File: src/rtl/ped_crossing_ctrl.sv
// Pedestrian WALK / DON'T-WALK stage driven by a one-hot RED/YELLOW/GREEN light.
// Define PED_COUNTDOWN_EN to expose the live phase timer on countdown; otherwise countdown reads 0.
module ped_crossing_ctrl #(
    parameter int WALK_CYCLES  = 8,
    parameter int CLEAR_CYCLES = 4,
    parameter int FLASH_DIV    = 1,
    parameter int CNT_W        = 8
) (
    input  logic             clk,
    input  logic             reset,
    input  logic [2:0]       light,
    input  logic             ped_btn,
    output logic             walk,
    output logic             dont_walk,
    output logic [CNT_W-1:0] countdown,
    output logic             req_pending,
    output logic             fault
);

    localparam int FLASH_W = (FLASH_DIV > 1) ? $clog2(FLASH_DIV) : 1;

    typedef enum logic [1:0] {
        IDLE,
        WALK,
        CLEAR,
        FAULT
    } state_t;

    state_t             state;
    logic               btn_meta;
    logic               btn_sync;
    logic               btn_prev;
    logic [2:0]         light_q;
    logic [CNT_W-1:0]   timer;
    logic [FLASH_W-1:0] flash_cnt;

    logic btn_rise;
    logic light_red;
    logic red_rise;
    logic light_illegal;

    // The button is asynchronous; the light comes from the same clock domain and is used directly.
    always_ff @(posedge clk or negedge reset) begin
        if (!reset) begin
            btn_meta <= 1'b0;
            btn_sync <= 1'b0;
            btn_prev <= 1'b0;
            light_q  <= 3'b000;
        end else begin
            btn_meta <= ped_btn;
            btn_sync <= btn_meta;
            btn_prev <= btn_sync;
            light_q  <= light;
        end
    end

    assign btn_rise      = btn_sync & ~btn_prev;
    assign light_red     = (light == 3'b100);
    assign red_rise      = light_red && (light_q != 3'b100);
    assign light_illegal = (light[2] & light[1]) | (light[2] & light[0]) | (light[1] & light[0]);

    // Priority inside one edge: illegal light, then leaving RED (abort), then timer expiry.
    always_ff @(posedge clk or negedge reset) begin
        if (!reset) begin
            state       <= IDLE;
            walk        <= 1'b0;
            dont_walk   <= 1'b1;
            timer       <= '0;
            flash_cnt   <= '0;
            req_pending <= 1'b0;
            fault       <= 1'b0;
        end else begin
            req_pending <= req_pending | btn_rise;
            if (light_illegal) begin
                state     <= FAULT;
                walk      <= 1'b0;
                dont_walk <= 1'b1;
                timer     <= '0;
                flash_cnt <= '0;
                fault     <= 1'b1;
            end else begin
                case (state)
                    IDLE: begin
                        if (req_pending && red_rise) begin
                            state       <= WALK;
                            walk        <= 1'b1;
                            dont_walk   <= 1'b0;
                            timer       <= CNT_W'(WALK_CYCLES - 1);
                            req_pending <= 1'b0;
                        end
                    end
                    WALK: begin
                        if (!light_red) begin
                            state     <= IDLE;
                            walk      <= 1'b0;
                            dont_walk <= 1'b1;
                            timer     <= '0;
                        end else if (timer == '0) begin
                            state     <= CLEAR;
                            walk      <= 1'b0;
                            dont_walk <= 1'b1;
                            timer     <= CNT_W'(CLEAR_CYCLES - 1);
                            flash_cnt <= '0;
                        end else begin
                            timer <= timer - 1'b1;
                        end
                    end
                    CLEAR: begin
                        if (!light_red || timer == '0) begin
                            state     <= IDLE;
                            walk      <= 1'b0;
                            dont_walk <= 1'b1;
                            timer     <= '0;
                            flash_cnt <= '0;
                        end else begin
                            timer <= timer - 1'b1;
                            if (flash_cnt == FLASH_W'(FLASH_DIV - 1)) begin
                                flash_cnt <= '0;
                                dont_walk <= ~dont_walk;
                            end else begin
                                flash_cnt <= flash_cnt + 1'b1;
                            end
                        end
                    end
                    FAULT: begin
                        walk      <= 1'b0;
                        dont_walk <= 1'b1;
                        timer     <= '0;
                        fault     <= 1'b1;
                    end
                    default: begin
                        state     <= IDLE;
                        walk      <= 1'b0;
                        dont_walk <= 1'b1;
                        timer     <= '0;
                    end
                endcase
            end
        end
    end

`ifdef PED_COUNTDOWN_EN
    assign countdown = timer;
`else
    assign countdown = '0;
`endif

endmodule
File: config.mk
export PLATFORM = sky130hd
export DESIGN_NAME = ped_crossing_ctrl
export DESIGN_NICKNAME = d
export VERILOG_FILES = /design/src/rtl/ped_crossing_ctrl.sv
export SDC_FILE = /design/constraint.sdc
export NUM_CORES = 1
export LEC_CHECK = 0
export BUFFER_PORTS_ARGS = -buffer_cell sky130_fd_sc_hd__buf_2
export CAP_MARGIN = 0
export CORE_ASPECT_RATIO = 1.5
export CORE_MARGIN = 2
export CORE_UTILIZATION = 52
export CTS_BUF_LIST = sky130_fd_sc_hd__clkbuf_16
export CTS_CLUSTER_SIZE = 8
export DETAILED_ROUTE_END_ITERATION = 10
export PLACE_DENSITY = 0.8
export SLEW_MARGIN = 20
export SYNTH_ARGS = -nofsm -noshare
export SYNTH_HDL_FRONTEND = slang
export SYNTH_SLANG_ARGS = --single-unit
File: constraint.sdc
create_clock -name clk -period 2.2 [get_ports clk]
set_clock_uncertainty 0.1 [all_clocks]
set_input_delay 0.44 -clock clk [delete_from_list [all_inputs] [get_ports clk]]
set_output_delay 0.44 -clock clk [all_outputs]
set_load 0.1 [all_outputs]
==> reports/metrics.csv <==
stage,metric,value,unit
status,status,finished clean,
yosys,yosys_warnings,0,
critical_path,crit_path_cell_trace,"inv_1, ha_2, or4b_4, o211ai_4, nor2_1, a221o_1",
critical_path,path_max_fanout,6,
critical_path,r2r-start,timer[0],
routing,drt_iter0_markers,37,
critical_path,ff2ff_path_depth,6,
critical_path,regToRegEndpoint,timer[2],
yosys,yosys.area.top_type,dfrtp_1,
clock_network,clock_tree.buffer_depth,2,
critical_path,ff2ff_setup_slack,0.06,ns
yosys,synthAdderAreaFrac,7.48,%
clock_network,worstSkewPairLatency,0.25,ns
floorplanning,io_pins,18,
floorplanning,dieWidth,42.5,µm
yosys,ys_seq_elements,20,
critical_path,arrival,2.18,ns
global_route,grt_pass1_vias,840,
clock_network,cts_max_level,1,
yosys,synth.most_common_cell,dfrtp_1,
global_route,grt_usage,19.0,%
floorplanning,dieArea,2620,µm²
routing,vias,865,
pwr,ir_worst_vdd,643,µV
yosys,syn_avg_cell_area,10.8,µm²
global_route,antenna_found_initial,0,
yosys,synth.area.mux_share,3.04,%
global_route,grt_max_degree,21,
cells_and_area,ff_latch_area,502,µm²
critical_path,cpMaxStageDelayCell,or4b_4,
yosys,synth-edff-count,0,
yosys,syn_area,1150,µm²
critical_path,cp.required,2.24,ns
yosys,synth_top_family_by_area,compound AO/OA/AOI/OAI gates,
routing,wl,2.27,mm
timing,setup_viol,0,
routing,post_drt_wl_per_cell,15.8,µm
pwr,pwr_density_cell,1120,nW/µm²
clock_network,cts_tree,yes,
cells_and_area,n_antenna_cell,0,
critical_path,slowest_delay,0.50,ns
placement,portBuffers,9,
critical_path,startpoint_type,flip-flop,
yosys,synth_compound_area_share,18.3,%
cells_and_area,synthToLayoutAreaGrowth,16.2,%
placement,hpwl,1.59,mm
worst_hold_path,hp-class,in -> async,
yosys,syn_inst,107,
yosys,async_flop_share,100,%
placement,dp.cells,139,
floorplanning,initial_utilization,56.2,%
cells_and_area,drive_above_1_share,27.9,%
cells_and_area,multi_input_area,593,µm²
clock_network,cts_buffers,3,
critical_path,end_kind,flip-flop,
timing,fmax,467,MHz
yosys,synth_cell_type_count,49,
critical_path,setup.worst_path.class,reg -> reg,
placement,gp_congestion,0.879,
clock_network,ctsHoldBuffers,0,
cells_and_area,nNetsFinal,135,
timing,holdWs,0.0245,ns
critical_path,cp_num_buf_inv,1,
yosys,yosysTopAreaCellShare,41.2,%
timing,fin_crit,2.14,ns
routing,drc_errors,0,
cells_and_area,final_cell_count_no_fill,144,
pwr,p_leak,0.622,nW
clock_network,cts-root-buf,clkbuf_16,
routing,firstDrtPassIters,4,
flow_run,drv_cap,0,
timing,maxSlewViolCount,0,
yosys,synthTopCellsByArea,"dfrtp_1 41%, ha_1 6.5%, buf_4 5.2%, dfstp_2 2.3%, inv_1 2.3%",
timing,hold_viol_final,0,
global_route,overflow,0,
yosys,yosys-top-cells-count,"19 x dfrtp_1, 8 x buf_4, 7 x inv_1",
clock_network,clkSlewWorstSetupHoldPaths,0.06,ns
yosys,synthXorXnorAreaFrac,0.759,%
floorplanning,core,2050,µm²
floorplanning,num_rows,20,
cells_and_area,num-fill-cells,163,
yosys,synthSimpleGateAreaFrac,17.7,%
critical_path,crit_family,simple AND/OR/NAND/NOR gates,
yosys,yosysSeqAreaShare,43.5,%
clock_network,cts.sinks,20,
timing,finalCritPeriodShare,97.2,%
global_route,grt_pass1_wl,3.63,mm
routing,final_antenna_net_count,0,
routing,drt-vias-per-instance,6.01,
yosys,synth_flop_cell,dfrtp_1,
floorplanning,die_h,61.7,µm
[worst max-delay path by stage]
stage / from / endpoint / slack [ns] / cells after the start
final: timer[0] / timer[2] / 0.06 / 6
after detailed placement: timer[0] / timer[2] / 0.06 / 6
after global placement: timer[0] / timer[2] / 0.09 / 6
after CTS: timer[0] / timer[2] / 0.02 / 6
after floorplan: timer[0] / walk / 0.17 / 7
after global routing: timer[0] / timer[2] / -0.009 / 6
[flip-flops by register name, indices dropped and copies added, names as in the netlist]
register	cells
req_pending	1
btn_prev	1
dont_walk	1
btn_sync	1
state	2
fault	1
walk	1
timer	8
btn_meta	1
light_q	3
[cells by family (layout without fill, tap and decap cells)]
group,Yosys count,in the layout
XOR/XNOR,1,1
adder cells (fa/ha/maj),7,7
buffers and inverters,17,25
AND/OR/NAND/NOR,32,32
flip-flops,20,20
multiplexers,3,3
other,1,8
AO/OA/AOI/OAI,26,26
[timing repair]
action,4_1_cts,5_1_grt
resized for setup,0,4
setup endpoints to repair,0,10
hold endpoints to repair,0,0
setup buffers,0,1
[layout make-up]
| type | instances | share of cell area, % |
|---|---|---|
| multi-input combinational | 77 | 44.3 |
| sequential | 20 | 37.4 |
| clock buffer | 3 | 5.60 |
| clock inverter | 1 | 2.24 |
| tap | 22 | 2.05 |
| inverter | 7 | 1.96 |
| timing repair buffer | 14 | 6.44 |
[stage by stage]
step / utilization (%) / instance area, µm² / setup WS [ns] / total power, mW / TNS [ns]
CTS: 63.9 / 1310 / 0.0188 / 1.48 / 0
finish: 65.3 / 1340 / 0.0606 / 1.51 / 0
global route: 65.3 / 1340 / -0.00931 / 1.58 / -0.00931
detailed placement: 58.8 / 1210 / 0.0561 / 0.984 / 0
floorplan: - / 1180 / 0.171 / 0.890 / 0
global placement: 58.8 / 1210 / 0.0925 / 0.969 / 0
[power by group]
group	switching (mW)	internal (mW)
Combinational	0.364	0.186
Sequential	0.0413	0.419
Clock	0.136	0.361
[placed cells by master, fill, tap and decap left out, types with 2 or more instances in the layout]
cell,n
buf_2,9
o31ai_1,3
buf_4,4
o311ai_0,2
o2bb2ai_1,2
nand2_1,3
nor2_1,5
nor4_1,3
a31oi_1,2
or2_2,2
o21a_1,2
ha_1,5
mux2i_1,2
nor3_1,3
inv_1,7
o211ai_1,2
clkbuf_16,3
conb_1,8
nor2b_1,4
dfrtp_1,19
[metal layers]
layer	vias up	wire length [µm]	GRT usage, %
met1	416	862	20.9
met3	10	98	4.69
li1	415	-	-
met2	24	1250	33.8
met5	-	0	0
met4	0	57	10.7
Note: power is estimated with default switching activity, not from simulation.
